--- config.mk ---
export PLATFORM = sky130hd
export DESIGN_NAME = fht_sequencer_flat
export DESIGN_NICKNAME = d
export VERILOG_FILES = /design/src/rtl/fht_sequencer_if.sv /design/src/rtl/fht_sequencer.sv /design/src/flat_wrapper.sv
export SDC_FILE = /design/constraint.sdc
export NUM_CORES = 1
export LEC_CHECK = 0
export ABC_AREA = 1
export BUFFER_PORTS_ARGS = -buffer_cell sky130_fd_sc_hd__buf_2
export CELL_PAD_IN_SITES_DETAIL_PLACEMENT = 1
export CELL_PAD_IN_SITES_GLOBAL_PLACEMENT = 2
export CORE_ASPECT_RATIO = 1.5
export CORE_UTILIZATION = 35
export DETAILED_ROUTE_END_ITERATION = 8
export MAX_ROUTING_LAYER = met4
export PLACE_DENSITY_LB_ADDON = 0.1
export SYNTH_ARGS = -nofsm -noshare
export SYNTH_HDL_FRONTEND = slang
export SYNTH_SLANG_ARGS = --single-unit
--- constraint.sdc ---
create_clock -name iCLK -period 7.8 [get_ports iCLK]
set_input_delay 0.39 -clock iCLK [delete_from_list [all_inputs] [get_ports iCLK]]
set_output_delay 0.39 -clock iCLK [all_outputs]
set_load 0.005 [all_outputs]
--- src/rtl/fht_sequencer_if.sv ---
// Control and address bundle of the FHT address sequencer.
// master: host side (start/abort/length); slave: the sequencer.
interface fht_sequencer_if #(
    parameter int N_LOG2 = 10
);
    localparam int A_BIT = N_LOG2 - 2;

    logic             iSTART;
    logic             iABORT;
    logic [3:0]       iLOG2_LEN;
    logic [A_BIT-1:0] oADDR_RD;
    logic [A_BIT-1:0] oADDR_RD_ALT;
    logic [A_BIT-1:0] oADDR_WR;
    logic [A_BIT-1:0] oADDR_WR_ALT;
    logic [A_BIT-1:0] oADDR_COEF;
    logic [A_BIT-1:0] oSECTOR;
    logic             o2ND_PART_SUBSEC;
    logic             oST_ZERO;
    logic             oST_LAST;
    logic [3:0]       oSTAGE;
    logic             oWE_A;
    logic             oWE_B;
    logic             oSOURCE_DATA;
    logic             oBUSY;
    logic             oDONE;
    logic             oERR;

    modport master (
        output iSTART, iABORT, iLOG2_LEN,
        input  oADDR_RD, oADDR_RD_ALT, oADDR_WR, oADDR_WR_ALT,
        input  oADDR_COEF, oSECTOR, o2ND_PART_SUBSEC,
        input  oST_ZERO, oST_LAST, oSTAGE, oWE_A, oWE_B,
        input  oSOURCE_DATA, oBUSY, oDONE, oERR
    );

    modport slave (
        input  iSTART, iABORT, iLOG2_LEN,
        output oADDR_RD, oADDR_RD_ALT, oADDR_WR, oADDR_WR_ALT,
        output oADDR_COEF, oSECTOR, o2ND_PART_SUBSEC,
        output oST_ZERO, oST_LAST, oSTAGE, oWE_A, oWE_B,
        output oSOURCE_DATA, oBUSY, oDONE, oERR
    );
endinterface

--- src/rtl/fht_sequencer.sv ---
// Address/stage sequencer for an in-place 4-bank FHT.
// Ports: iCLK, iRESET (sync, active-low), bus (slave modport).
module fht_sequencer #(
    parameter int N_LOG2   = 10,
    parameter int PIPE_LAT = 2
) (
    input  logic           iCLK,
    input  logic           iRESET,
    fht_sequencer_if.slave bus
);
    localparam int A_BIT = N_LOG2 - 2;
    localparam logic [3:0] LMAX = 4'(N_LOG2);
    localparam logic [3:0] DC_LAST = 4'(PIPE_LAT);
    localparam logic [A_BIT-1:0] ONE = A_BIT'(1);

    typedef enum logic [1:0] {IDLE, RUN, DRAIN, DONE} state_t;

    state_t           state, nxt_state;
    logic [3:0]       s, nxt_s;
    logic [3:0]       len, nxt_len;
    logic [3:0]       dc, nxt_dc;
    logic [A_BIT-1:0] t, nxt_t;
    logic [A_BIT-1:0] d_last;
    logic             err_n;

    logic [3:0]       base_lg, shift, lg;
    logic [A_BIT-1:0] mask, u, half;
    logic [A_BIT-1:0] sec_n, alt_n, coef_n;
    logic             sec2_n, run_n, act_n;

    logic [A_BIT-1:0] rd_q, alt_q, sec_q, coef_q;
    logic             sec2_q, zero_q, last_q, src_q;
    logic             busy_q, done_q, err_q;

    logic             v_pipe   [PIPE_LAT];
    logic [A_BIT-1:0] wr_pipe  [PIPE_LAT];
    logic [A_BIT-1:0] wra_pipe [PIPE_LAT];

    // last read index of a stage: 2^(L-2)-1, wraps cleanly at L=N_LOG2
    assign d_last = (ONE << (len - 4'd2)) - ONE;

    always_comb begin
        nxt_state = state;
        nxt_s     = s;
        nxt_t     = t;
        nxt_dc    = dc;
        nxt_len   = len;
        err_n     = 1'b0;
        unique case (state)
            IDLE: begin
                if (bus.iSTART) begin
                    if (bus.iLOG2_LEN >= 4'd4 &&
                        bus.iLOG2_LEN <= LMAX) begin
                        nxt_state = RUN;
                        nxt_len   = bus.iLOG2_LEN;
                        nxt_s     = 4'd0;
                        nxt_t     = '0;
                    end else begin
                        err_n = 1'b1;
                    end
                end
            end
            RUN: begin
                if (t == d_last) begin
                    nxt_state = DRAIN;
                    nxt_t     = '0;
                    nxt_dc    = 4'd0;
                end else begin
                    nxt_t = t + ONE;
                end
            end
            DRAIN: begin
                if (dc == DC_LAST) begin
                    if (s == len - 4'd1) begin
                        nxt_state = DONE;
                    end else begin
                        nxt_state = RUN;
                        nxt_s     = s + 4'd1;
                    end
                end else begin
                    nxt_dc = dc + 4'd1;
                end
            end
            DONE: begin
                nxt_state = IDLE;
                nxt_s     = 4'd0;
            end
        endcase
    end

    // Sector geometry of the next read, as log2 of the sector size:
    // full depth on stages 0/1, then halving, never below 2 words.
    always_comb begin
        base_lg = nxt_len - 4'd2;
        shift   = (nxt_s > 4'd1) ? nxt_s - 4'd1 : 4'd0;
        lg      = (shift >= base_lg) ? 4'd1 : base_lg - shift;
        mask    = (ONE << lg) - ONE;
        half    = ONE << (lg - 4'd1);
        u       = nxt_t & mask;
        run_n   = (nxt_state == RUN);
        act_n   = run_n || (nxt_state == DRAIN);
        sec_n   = run_n ? (nxt_t >> lg) : '0;
        sec2_n  = run_n && (nxt_s != 4'd0) && (u >= half);
        if (!run_n)
            alt_n = '0;
        else if (nxt_s == 4'd0)
            alt_n = nxt_t;
        else
            alt_n = (nxt_t & ~mask) | ((~u + ONE) & mask);
    end

    // Coefficient ROM is sized for the longest transform, so the
    // reverse always spans the full bank address width.
    always_comb begin
        coef_n = '0;
        for (int i = 0; i < A_BIT; i++)
            coef_n[i] = sec_q[A_BIT-1-i];
    end

    always_ff @(posedge iCLK) begin
        if (!iRESET || bus.iABORT) begin
            state  <= IDLE;
            s      <= '0;
            t      <= '0;
            dc     <= '0;
            len    <= '0;
            rd_q   <= '0;
            alt_q  <= '0;
            sec_q  <= '0;
            coef_q <= '0;
            sec2_q <= 1'b0;
            zero_q <= 1'b0;
            last_q <= 1'b0;
            src_q  <= 1'b0;
            busy_q <= 1'b0;
            done_q <= 1'b0;
            err_q  <= 1'b0;
            for (int i = 0; i < PIPE_LAT; i++) begin
                v_pipe[i]   <= 1'b0;
                wr_pipe[i]  <= '0;
                wra_pipe[i] <= '0;
            end
        end else begin
            state  <= nxt_state;
            s      <= nxt_s;
            t      <= nxt_t;
            dc     <= nxt_dc;
            len    <= nxt_len;
            rd_q   <= run_n ? nxt_t : '0;
            alt_q  <= alt_n;
            sec_q  <= sec_n;
            coef_q <= coef_n;
            sec2_q <= sec2_n;
            zero_q <= act_n && (nxt_s == 4'd0);
            last_q <= act_n && (nxt_s == nxt_len - 4'd1);
            src_q  <= (nxt_state != IDLE) && nxt_s[0];
            busy_q <= (nxt_state != IDLE);
            done_q <= (nxt_state == DONE);
            err_q  <= err_n;
            v_pipe[0]   <= (state == RUN);
            wr_pipe[0]  <= rd_q;
            wra_pipe[0] <= alt_q;
            for (int i = 1; i < PIPE_LAT; i++) begin
                v_pipe[i]   <= v_pipe[i-1];
                wr_pipe[i]  <= wr_pipe[i-1];
                wra_pipe[i] <= wra_pipe[i-1];
            end
        end
    end

    // Drain is longer than the pipe, so s still names the
    // stage that owns the write leaving the pipe.
    assign bus.oWE_A = v_pipe[PIPE_LAT-1] & s[0];
    assign bus.oWE_B = v_pipe[PIPE_LAT-1] & ~s[0];

    assign bus.oADDR_RD         = rd_q;
    assign bus.oADDR_RD_ALT     = alt_q;
    assign bus.oADDR_WR         = wr_pipe[PIPE_LAT-1];
    assign bus.oADDR_WR_ALT     = wra_pipe[PIPE_LAT-1];
    assign bus.oADDR_COEF       = coef_q;
    assign bus.oSECTOR          = sec_q;
    assign bus.o2ND_PART_SUBSEC = sec2_q;
    assign bus.oST_ZERO         = zero_q;
    assign bus.oST_LAST         = last_q;
    assign bus.oSTAGE           = s;
    assign bus.oSOURCE_DATA     = src_q;
    assign bus.oBUSY            = busy_q;
    assign bus.oDONE            = done_q;
    assign bus.oERR             = err_q;
endmodule

--- src/flat_wrapper.sv ---
// flat-port wrapper written by rule: the top's interface ports become plain ports
module fht_sequencer_flat 
#(
    parameter int N_LOG2   = 10,
    parameter int PIPE_LAT = 2
)
  (iCLK, iRESET, bus_iSTART, bus_iABORT, bus_iLOG2_LEN, bus_oADDR_RD, bus_oADDR_RD_ALT, bus_oADDR_WR, bus_oADDR_WR_ALT, bus_oADDR_COEF, bus_oSECTOR, bus_o2ND_PART_SUBSEC, bus_oST_ZERO, bus_oST_LAST, bus_oSTAGE, bus_oWE_A, bus_oWE_B, bus_oSOURCE_DATA, bus_oBUSY, bus_oDONE, bus_oERR);
  fht_sequencer_if #(.N_LOG2(N_LOG2)) bus_i ();
  input  logic iCLK;
  input  logic iRESET;
  input wire logic [$bits(bus_i.iSTART)-1:0] bus_iSTART;
  input wire logic [$bits(bus_i.iABORT)-1:0] bus_iABORT;
  input wire logic [$bits(bus_i.iLOG2_LEN)-1:0] bus_iLOG2_LEN;
  output wire logic [$bits(bus_i.oADDR_RD)-1:0] bus_oADDR_RD;
  output wire logic [$bits(bus_i.oADDR_RD_ALT)-1:0] bus_oADDR_RD_ALT;
  output wire logic [$bits(bus_i.oADDR_WR)-1:0] bus_oADDR_WR;
  output wire logic [$bits(bus_i.oADDR_WR_ALT)-1:0] bus_oADDR_WR_ALT;
  output wire logic [$bits(bus_i.oADDR_COEF)-1:0] bus_oADDR_COEF;
  output wire logic [$bits(bus_i.oSECTOR)-1:0] bus_oSECTOR;
  output wire logic [$bits(bus_i.o2ND_PART_SUBSEC)-1:0] bus_o2ND_PART_SUBSEC;
  output wire logic [$bits(bus_i.oST_ZERO)-1:0] bus_oST_ZERO;
  output wire logic [$bits(bus_i.oST_LAST)-1:0] bus_oST_LAST;
  output wire logic [$bits(bus_i.oSTAGE)-1:0] bus_oSTAGE;
  output wire logic [$bits(bus_i.oWE_A)-1:0] bus_oWE_A;
  output wire logic [$bits(bus_i.oWE_B)-1:0] bus_oWE_B;
  output wire logic [$bits(bus_i.oSOURCE_DATA)-1:0] bus_oSOURCE_DATA;
  output wire logic [$bits(bus_i.oBUSY)-1:0] bus_oBUSY;
  output wire logic [$bits(bus_i.oDONE)-1:0] bus_oDONE;
  output wire logic [$bits(bus_i.oERR)-1:0] bus_oERR;
  assign bus_i.iSTART = bus_iSTART;
  assign bus_i.iABORT = bus_iABORT;
  assign bus_i.iLOG2_LEN = bus_iLOG2_LEN;
  assign bus_oADDR_RD = bus_i.oADDR_RD;
  assign bus_oADDR_RD_ALT = bus_i.oADDR_RD_ALT;
  assign bus_oADDR_WR = bus_i.oADDR_WR;
  assign bus_oADDR_WR_ALT = bus_i.oADDR_WR_ALT;
  assign bus_oADDR_COEF = bus_i.oADDR_COEF;
  assign bus_oSECTOR = bus_i.oSECTOR;
  assign bus_o2ND_PART_SUBSEC = bus_i.o2ND_PART_SUBSEC;
  assign bus_oST_ZERO = bus_i.oST_ZERO;
  assign bus_oST_LAST = bus_i.oST_LAST;
  assign bus_oSTAGE = bus_i.oSTAGE;
  assign bus_oWE_A = bus_i.oWE_A;
  assign bus_oWE_B = bus_i.oWE_B;
  assign bus_oSOURCE_DATA = bus_i.oSOURCE_DATA;
  assign bus_oBUSY = bus_i.oBUSY;
  assign bus_oDONE = bus_i.oDONE;
  assign bus_oERR = bus_i.oERR;
  fht_sequencer #(.N_LOG2(N_LOG2), .PIPE_LAT(PIPE_LAT)) u_core (.iCLK(iCLK), .iRESET(iRESET), .bus(bus_i));
endmodule
==> results.yml, run 1 <==
clock_network:
  clock_path_buffers: 2
  numClockSinks: 92
  insertion_delay_ns: 0.35
  cts_buffers: 9
  cts_hold_buf: 0
  post-cts-setup-buffers: 0
  post_cts_resized: 0
  cts_tree: "built"
  htreeDepth: 3
  clk_pin_slew_ns: 0.08
  cts_root_buf: "clkbuf_16"
routing:
  dr.pass1.iters: 4
  drc: 0
  routedWlPerCell_um: 14.63
  antenna_left: 0
  vias_per_cell: 4.708
  num_vias: 4732
  drt_wl_total_um: 14700
  dr.first_iter.drc_count: 124
timing:
  fin_crit_ns: 5.928
  relSlewSlack_pct: 55.22
  tightestPinTransition_ns: 0.6701
  fmax_mhz: 168.7
  timing.final.crit_share_pct: 76.00
  fin_skew_ns: 0.007392
  final.setup.worst_slack_ns: 1.872
  final-max-slew-violation-count: 0
  setup_tns_ns: 0
  report.final.setup_viol: 0
  rsz0062_at_grt: "false"
  holdWs_ns: 0.4090
  finalHoldViolCount: 0
place:
  dp.final_hpwl_um: 11920
  dp_slack_ns: 1.880
  port_buffers: 68
  place.gp.congestion: 0.9324
synthesis:
  ys_top_cells_by_area: "dfxtp_1 (35%), nand2_1 (11%), inv_1 (10%)"
  ys_ff_latch: 92
  synth_edf_count: 0
  ys_seq_area_share_pct: 35.29
  yosysTopAreaCell: "dfxtp_1"
  syn-instance-count: 750
  synth_flop_cell: "dfxtp_1"
  synth_top_area_share_pct: 35.29
  async_flop_share_pct: 0
  syn_avg_cell_area_um2: 6.958
  syn_nets: 795
  yosysUniqueCellTypes: 45
  synth_area_um2: 5219
  synth_warnings: 0
setup_path:
  arrival_ns: 6.17
  required_ns: 8.04
  r2r_start: "u_core.len[1]$_SDFF_PP0_"
  setup.worst_path.start_class: "flip-flop"
  reg2reg_to: "u_core.bus.o2ND_PART_SUBSEC$_SDFF_PP0_"
  reg2reg_depth: 37
  rrSetupSlack_ns: 1.87
  critical_path.max_fanout: 7
  cp_slowest_cell: "fa_1"
  path_buf_inv: 8
  crit_family: "adder cells"
  path_class: "reg -> reg"
  crit_path_max_incr_delay_ns: 0.45
  cp-end-kind: "flip-flop"
  path_common_cell: "inv_1"
die:
  ioPinCount: 69
  die_width_um: 101.7
  placementRows: 54
  dieArea_um2: 15410
  die_h_um: 151.6
  core_region_area_um2: 14530
  start_util_pct: 35.93
final_layout:
  drive_above_1_share_pct: 16.19
  diodes: 0
  n_fill_cell: 1919
  syn2layout_area_growth_pct: 14.07
  layout.nets: 849
power:
  p_per_area_nw_per_um2: 195.4
  peakVddDrop_uv: 112.5
  p_leak_uw: 0.002955
min_path:
  min_from: "u_core.wra_pipe[0][6]$_SDFF_PP0_"
  holdPathStages: 2
  min_to: "u_core.wra_pipe[0][14]$_SDFF_PP0_"
  hp-class: "reg -> reg"
global_route:
  grt_pass1_vias: 4865
  grt_overflow: 0
  antenna_found_initial: 0
  grt_usage_pct: 20.68
  grt_max_degree: 50
  grt_pass1_wl_um: 23860
status:
  outcome: "finished, final reports clean"
run:
  maxCapViolCount: 0
synthesized netlist by cell type (all sizes together) (2+ instances only):
library cell	count
or2	3
buf	21
nor3	8
o22ai	2
o21ai	26
nand3b	2
o21bai	4
inv	146
ha	36
dfxtp	92
nand4	3
a21oi	19
xnor2	5
nand3	56
xor2	17
nor2	116
clkbuf	7
nor3b	2
nand2	173
a211oi	2
flip-flops by register name, summed over array words and instances, names as in the netlist:
signal                       cells
u_core.wra_pipe                 16
u_core.wr_pipe                  14
u_core.bus.oADDR_COEF            8
u_core.bus.oADDR_RD              8
u_core.bus.oSECTOR               8
u_core.t                         8
u_core.bus.oADDR_RD_ALT          7
u_core.bus.oSTAGE                4
u_core.dc                        4
u_core.len                       4
u_core.state                     2
u_core.v_pipe                    2
u_core.bus.o2ND_PART_SUBSEC      1
u_core.bus.oBUSY                 1
u_core.bus.oDONE                 1
u_core.bus.oERR                  1
u_core.bus.oSOURCE_DATA          1
u_core.bus.oST_LAST              1
u_core.bus.oST_ZERO              1
final cells by class:
| type | instances | area (µm²) | share of cell area, % |
|---|---|---|---|
| multi-input cells | 484 | 2650 | 44.51 |
| flip-flops and latches | 92 | 1842 | 30.94 |
| inverters | 146 | 548.0 | 9.206 |
| repair buffers | 71 | 362.8 | 6.095 |
| well taps | 196 | 245.2 | 4.119 |
| clock buffers | 9 | 225.2 | 3.783 |
| clock inverters | 7 | 80.08 | 1.345 |
per-layer routing:
metal	up-vias	wire, µm	track usage [%]
met5	-	0	-
met4	0	227	6.739
met3	17	162	2.202
met2	47	7941	37.60
met1	2294	6371	23.34
li1	2374	-	-
layout by cell type (no fill, tap or decap), types with 2 or more instances in the layout:
master       n
a211oi_1     2
a21oi_1     17
buf_2       68
buf_4        3
clkbuf_16    9
clkinv_8     2
dfxtp_1     92
ha_1        36
inv_1      142
inv_2        4
inv_6        2
inv_8        2
nand2_1    156
nand2_2     15
nand2_4      2
nand3_1     52
nand3_2      4
nand3b_1     2
nand4_1      3
nor2_1     106
nor2_2       6
nor2_4       4
nor3_1       7
nor3b_1      2
o21ai_0     21
o21ai_1      3
o21ai_2      2
o21bai_1     3
o22ai_1      2
or2_2        3
xnor2_1      5
xor2_1      17
worst register-to-register path: cells and delay by family (launching register included):
| family | cells | cell delay (ns) |
|---|---|---|
| compound gates | 10 | 1.33 |
| xor+xnor | 1 | 0.18 |
| fa+ha+maj | 5 | 1.63 |
| buf+inv | 8 | 0.88 |
| flops | 1 | 0.33 |
| simple gates | 13 | 1.51 |
power by group:
part / internal (µW) / leakage [µW] / switching, µW / total [µW]
combinational: 76.6 / 0.00207 / 169 / 245
clock: 229 / 0.000146 / 216 / 444
sequential: 472 / 0.000741 / 1.85 / 474
worst max-delay path by stage:
| stage | start | end | cells past startpoint | slack, ns |
|---|---|---|---|---|
| 3_5_place_dp | u_core.len[1]$_SDFF_PP0_ | u_core.bus.o2ND_PART_SUBSEC$_SDFF_PP0_ | 37 | 1.88 |
| 5_1_grt | u_core.len[0]$_SDFF_PP0_ | u_core.bus.o2ND_PART_SUBSEC$_SDFF_PP0_ | 36 | 1.25 |
| 2_1_floorplan | u_core.len[0]$_SDFF_PP0_ | u_core.bus.o2ND_PART_SUBSEC$_SDFF_PP0_ | 35 | 2.64 |
| 4_1_cts | u_core.len[0]$_SDFF_PP0_ | u_core.bus.o2ND_PART_SUBSEC$_SDFF_PP0_ | 36 | 1.86 |
| 6_report | u_core.len[1]$_SDFF_PP0_ | u_core.bus.o2ND_PART_SUBSEC$_SDFF_PP0_ | 37 | 1.87 |
| 3_3_place_gp | u_core.len[0]$_SDFF_PP0_ | u_core.bus.o2ND_PART_SUBSEC$_SDFF_PP0_ | 36 | 2.23 |
cells by family (layout without fill, tap and decap cells):
kind of cell    Yosys count  count (layout)  synth area share, %
flops                    92              92                35.29
fa+ha+maj                37              37                9.015
buf+inv                 174             233                13.93
simple gates            363             363                30.69
compound gates           62              62                7.385
xor+xnor                 22              22                3.692
metrics by stage:
step / instance area, µm² / util, % / total power, µW / cells
3_3_place_gp: 5648 / 38.88 / 724.8 / 989
2_1_floorplan: 5219 / - / 667.4 / 750
4_1_cts: 5953 / 40.98 / 1180 / 1005
3_5_place_dp: 5648 / 38.88 / 730.9 / 989
6_report: 5953 / 40.98 / 1163 / 1005
5_1_grt: 5953 / 40.98 / 1228 / 1005
Power figures use the tool's default switching activity.
==> run 2: changes to the inputs <==
--- a/config.mk
+++ b/config.mk
@@ -10,7 +10,7 @@
 export CELL_PAD_IN_SITES_DETAIL_PLACEMENT = 1
 export CELL_PAD_IN_SITES_GLOBAL_PLACEMENT = 2
 export CORE_ASPECT_RATIO = 1.5
-export CORE_UTILIZATION = 35
+export CORE_UTILIZATION = 32
 export DETAILED_ROUTE_END_ITERATION = 8
 export MAX_ROUTING_LAYER = met4
 export PLACE_DENSITY_LB_ADDON = 0.1
==> constraint.sdc (replaced) <==
create_clock -name iCLK -period 6.12 [get_ports iCLK]
set_input_delay 0.306 -clock iCLK [delete_from_list [all_inputs] [get_ports iCLK]]
set_output_delay 0.306 -clock iCLK [all_outputs]
set_load 0.005 [all_outputs]
==> run 2 against run 1 <==
Final area increased by 1.6%. Die area increased by 9.2%. Wire length about the same. Critical path type unchanged.
==> results.yml, run 2 (synthesized netlist as in run 1, its figures left out) <==
status:
  outcome: "finished, final reports clean"
final_layout:
  mostFrequentLayoutCell: "nand2_1"
  drive_above_1_share_pct: 18.34
  layout_common_cells: "nand2_1 (155), inv_1 (139), nor2_1 (106), dfxtp_1 (91), buf_2 (68)"
  largest_register_ffs: 16
  final_area_um2: 6051
  layout.nets: 858
  utilization_pct: 38.38
  n_fill_cell: 2046
  diodes: 0
  top_register: "u_core.wra_pipe"
  multiInputGateArea_um2: 2669
  ff_latch_area_um2: 1843
  reg_top3: "u_core.wra_pipe: 16 flops, u_core.wr_pipe: 14 flops"
  syn2layout_area_growth_pct: 15.94
place:
  dpl-instance-area_um2: 5672
  dp.final_hpwl_um: 11750
  port_buffers: 68
  place.gp.congestion: 0.8651
setup_path:
  rrSetupSlack_ns: 0.57
  critical_path.max_fanout: 6
  setup.worst_path.start_class: "flip-flop"
  cp-end-kind: "flip-flop"
  crit_path_max_incr_delay_ns: 0.39
  arrival_ns: 5.79
  required_ns: 6.36
  path_common_cell: "inv_1"
  r2r_start: "u_core.len[1]$_SDFF_PP0_"
  cp_slowest_cell: "fa_2"
  reg2reg_to: "u_core.bus.o2ND_PART_SUBSEC$_SDFF_PP0_"
  path_class: "reg -> reg"
  reg2reg_depth: 39
routing:
  drt_wl_total_um: 14700
  vias_per_cell: 4.536
  routedWlPerCell_um: 14.40
  dr.first_iter.drc_count: 96
  num_vias: 4631
  drc: 0
  antenna_left: 0
  dr.pass1.iters: 4
global_route:
  grt_pass1_wl_um: 24460
  grt_pass1_vias: 4910
  grt_overflow: 0
  grt_usage_pct: 19.01
  grt_max_degree: 50
  antenna_found_initial: 0
die:
  placementRows: 56
  die_width_um: 106.3
  start_util_pct: 33.10
  dieArea_um2: 16830
  core_region_area_um2: 15770
  die_h_um: 158.4
  ioPinCount: 69
power:
  peakVddDrop_uv: 131.2
  p_leak_uw: 0.003013
  power_uw: 1518
  p_per_area_nw_per_um2: 250.9
min_path:
  min_from: "bus_iABORT"
  min_to: "u_core.bus.oST_ZERO$_SDFF_PP0_"
  hp-class: "in -> reg"
  holdPathStages: 4
timing:
  fin_crit_ns: 5.552
  tightestPinTransition_ns: 0.6586
  holdWs_ns: 0.3402
  report.final.setup_viol: 0
  finalHoldViolCount: 0
  relSlewSlack_pct: 55.98
  fmax_mhz: 180.1
  timing.final.crit_share_pct: 90.73
  setup_tns_ns: 0
  final-max-slew-violation-count: 0
  fin_skew_ns: 0.005820
clock_network:
  clock_path_buffers: 2
  htreeDepth: 3
  cts_tree: "built"
  insertion_delay_ns: 0.35
  clk_pin_slew_ns: 0.07
  cts_buffers: 9
  cts_root_buf: "clkbuf_16"
  numClockSinks: 92
run:
  maxCapViolCount: 0
## run 2: routing by layer
layer,global-route usage [%],vias to the layer above,share of wire [%]
met3,1.883,15,1.4
li1,-,2397,-
met4,5.225,0,1.0
met2,36.36,45,55
met1,20.66,2174,42
met5,-,-,0
## run 2: worst max-delay path by stage
stage	startpoint	to	slack (ns)	cells past startpoint
2_1_floorplan	u_core.len[0]$_SDFF_PP0_	u_core.bus.o2ND_PART_SUBSEC$_SDFF_PP0_	0.96	35
3_3_place_gp	u_core.len[0]$_SDFF_PP0_	u_core.bus.o2ND_PART_SUBSEC$_SDFF_PP0_	0.54	36
3_5_place_dp	u_core.len[0]$_SDFF_PP0_	u_core.bus.o2ND_PART_SUBSEC$_SDFF_PP0_	0.24	36
4_1_cts	u_core.len[0]$_SDFF_PP0_	u_core.bus.o2ND_PART_SUBSEC$_SDFF_PP0_	0.20	36
5_1_grt	u_core.len[1]$_SDFF_PP0_	u_core.bus.o2ND_PART_SUBSEC$_SDFF_PP0_	-0.02	39
6_report	u_core.len[1]$_SDFF_PP0_	u_core.bus.o2ND_PART_SUBSEC$_SDFF_PP0_	0.57	39
## run 2: where the power goes
part / total, µW / switching [µW] / internal, µW
clock network: 573 / 281 / 292
registers: 604 / 2.38 / 601
logic: 341 / 225 / 116
## run 2: area by class of cell
| class | count | area share (%) |
|---|---|---|
| Inverter | 146 | 9.057 |
| Clock buffer | 9 | 3.722 |
| Clock inverter | 7 | 1.344 |
| Multi-Input combinational cell | 484 | 44.11 |
| Timing Repair Buffer | 80 | 7.113 |
| Tap cell | 203 | 4.198 |
| Sequential cell | 92 | 30.46 |
## run 2: repair_timing
item / CTS / global route
gates resized for setup: 0 / 12
setup endpoints to repair: 0 / 2
hold buffers: 0 / 0
setup buffers: 0 / 7
## run 2: per-stage QoR
stage	setup WS [ns]	std cells
floorplan	0.9639	750
global placement	0.5379	998
detailed placement	0.2411	998
CTS	0.1980	1014
global route	-0.01743	1021
finish	0.5676	1021
## run 2: worst max-delay path: cells and delay by family, from the launching register on
| family | cells | cell delay (ns) |
|---|---|---|
| AO/OA/AOI/OAI | 9 | 1.08 |
| XOR/XNOR | 2 | 0.40 |
| adder cells (fa/ha/maj) | 5 | 1.31 |
| buffers and inverters | 9 | 0.84 |
| flip-flops | 1 | 0.34 |
| AND/OR/NAND/NOR | 14 | 1.49 |
==> run 3: changes to the inputs <==
--- a/config.mk
+++ b/config.mk
@@ -14,6 +14,7 @@
 export DETAILED_ROUTE_END_ITERATION = 8
 export MAX_ROUTING_LAYER = met4
 export PLACE_DENSITY_LB_ADDON = 0.1
+export RECOVER_POWER = 100
 export SYNTH_ARGS = -nofsm -noshare
 export SYNTH_HDL_FRONTEND = slang
 export SYNTH_SLANG_ARGS = --single-unit
==> run 3 against run 2 <==
The run now ends with capacitance limit, slew limit left. Utilization is 0.64 points lower. Sequential share of layout area rose by 0.52 points. Fmax grew 0.16%. Critical path depth unchanged. Sequential cell count is the same. Wire length increased by 0.40%. Count of clock-buffer cells in the layout is the same. Worst hold slack got worse by 0.0064 ns. Setup slack improved by 0.0087 ns. Cell count is the same. Non-clock buffer count unchanged. Combinational power is essentially flat. Critical path type unchanged. Critical endpoint unchanged. Largest cell class unchanged.
==> results.yml, run 3 (synthesized netlist as in run 1, its figures left out) <==
place:
  dp.final_hpwl_um: 11750
  port_buffers: 68
  dp_slack_ns: 0.2411
  dpl-instance-area_um2: 5672
  placed_cells: 998
  place.gp.congestion: 0.8651
setup_path:
  arrival_ns: 5.78
  cp.depth: 39
  crit_family: "simple AND/OR/NAND/NOR gates"
  required_ns: 6.36
  path_class: "reg -> reg"
  crit_path_max_incr_delay_ns: 0.39
  cp_slowest_cell: "fa_2"
  setup.worst_path.start_class: "flip-flop"
  cp-end-kind: "flip-flop"
  path_buf_inv: 9
  reg2reg_depth: 39
  path_common_cell: "inv_1"
  critical_path.max_fanout: 6
final_layout:
  largest_register_ffs: 16
  diodes: 0
  mostFrequentLayoutCell: "nand2_1"
  utilization_pct: 37.74
  layout.cells.non_filler: 1021
  layout.nets: 858
  top_register: "u_core.wra_pipe"
  drive_above_1_share_pct: 11.12
  ff_latch_area_um2: 1843
  layout_common_cells: "nand2_1 (159), inv_1 (140), nor2_1 (107), dfxtp_1 (91), nand3_1 (54)"
  final_area_um2: 5949
  reg_top3: "u_core.wra_pipe: 16 flops, u_core.wr_pipe: 14 flops"
  syn2layout_area_growth_pct: 14.00
  n_fill_cell: 2067
  multiInputGateArea_um2: 2638
die:
  placementRows: 56
  core_region_area_um2: 15770
  die_h_um: 158.4
  dieArea_um2: 16830
  start_util_pct: 33.10
  die_width_um: 106.3
  ioPinCount: 69
routing:
  antenna_left: 0
  vias_per_cell: 4.527
  met3WireLength_um: 227
  wl_met1_um: 6281
  num_vias: 4622
  drc: 0
  dr.first_iter.drc_count: 99
  routed.top_layer: "met4"
  wl_met2_um: 8103
  routedWlPerCell_um: 14.46
  drt_wl_total_um: 14760
  dr.pass1.iters: 4
timing:
  finalHoldViolCount: 0
  tightestPinTransition_ns: 2.232
  final-max-slew-violation-count: 50
  final.setup.worst_slack_ns: 0.5763
  setup_tns_ns: 0
  relSlewSlack_pct: -48.81
  timing.final.crit_share_pct: 90.58
  fin_crit_ns: 5.544
  fin_skew_ns: 0.005329
  report.final.setup_viol: 0
  fmax_mhz: 180.4
global_route:
  grt_max_degree: 50
  antenna_found_initial: 0
  grt_pass1_wl_um: 24460
  grt_overflow: 0
  grt_pass1_vias: 4910
  grt_usage_pct: 19.01
status:
  outcome: "finished, violations left"
  violations: "capacitance limit, slew limit"
power:
  p_per_area_nw_per_um2: 254.6
  p_leak_uw: 0.002779
  sequentialPowerShare_pct: 39.8
  switching_power_uw: 507.7
  p_int_uw: 1007
  pwr-share-clk_pct: 37.8
  peakVddDrop_uv: 132.1
  pwr-share-comb_pct: 22.3
  sw_frac_of_total_pct: 33.51
clock_network:
  clk_pin_slew_ns: 0.07
  htreeDepth: 3
  insertion_delay_ns: 0.34
  numClockSinks: 92
  cts_root_buf: "clkbuf_16"
  cts_buffers: 9
  cts_hold_buf: 0
  clock_path_buffers: 2
  cts_tree: "built"
min_path:
  holdPathStages: 4
  hp-class: "in -> reg"
run:
  maxCapViolCount: 1
-- run 3: changes by cell type in the layout (fill, tap and decap cells not counted), moves of 2 or more --
cell,before,now
nand3_1,52,54
buf_4,12,9
nand2_2,16,13
clkbuf_1,0,50
buf_2,68,21
nand2_1,155,159
nand3_2,4,2
-- run 3: path summary, 6_finish.rpt --
path	end	slack (ns)	startpoint
max	u_core.bus.o2ND_PART_SUBSEC$_SDFF_PP0_	0.58	u_core.len[1]$_SDFF_PP0_
min	u_core.bus.oST_ZERO$_SDFF_PP0_	0.33	bus_iABORT
max reg2reg	u_core.bus.o2ND_PART_SUBSEC$_SDFF_PP0_	0.58	u_core.len[1]$_SDFF_PP0_
min reg2reg	u_core.wra_pipe[0][8]$_SDFF_PP0_	0.41	u_core.wra_pipe[0][0]$_SDFF_PP0_
-- run 3: cell type report --
cell class / instances / share of cell area (%)
sequential: 92 / 30.98
multi-input combinational: 484 / 44.33
timing repair buffer: 80 / 6.057
clock inverter: 7 / 1.367
inverter: 146 / 9.211
clock buffer: 9 / 3.785
tap: 203 / 4.269
-- run 3: layer usage --
metal,up-vias,global-route usage (%)
li1,2395,-
met1,2170,20.66
met2,44,36.36
met3,13,1.883
met4,0,5.225
met5,-,-
-- run 3: timing repair --
item	4_1_cts	5_1_grt
setup buffers	0	7
endpoints found under the setup margin	0	2
resized for setup	0	12
-- run 3: power by group through the flow --
stage	Sequential (µW)	Combinational [µW]	Clock, µW
6_report	604	338	573
3_3_place_gp	618	315	0
5_1_grt	604	383	620
4_1_cts	604	323	601
3_5_place_dp	618	321	0
2_1_floorplan	617	233	0
-- run 3: through the flow --
stage / hold slack (ns) / power [µW]
2_1_floorplan: 0.3936 / 850.6
3_3_place_gp: 0.3947 / 932.3
3_5_place_dp: 0.4039 / 939.1
4_1_cts: 0.3324 / 1528
5_1_grt: 0.3607 / 1607
6_report: 0.3338 / 1515
-- run 3: tightest hold or removal path, delay by kind of cell --
kind,cells,cell delay (ns)
buf+inv,1,0.07
simple gates,3,0.26
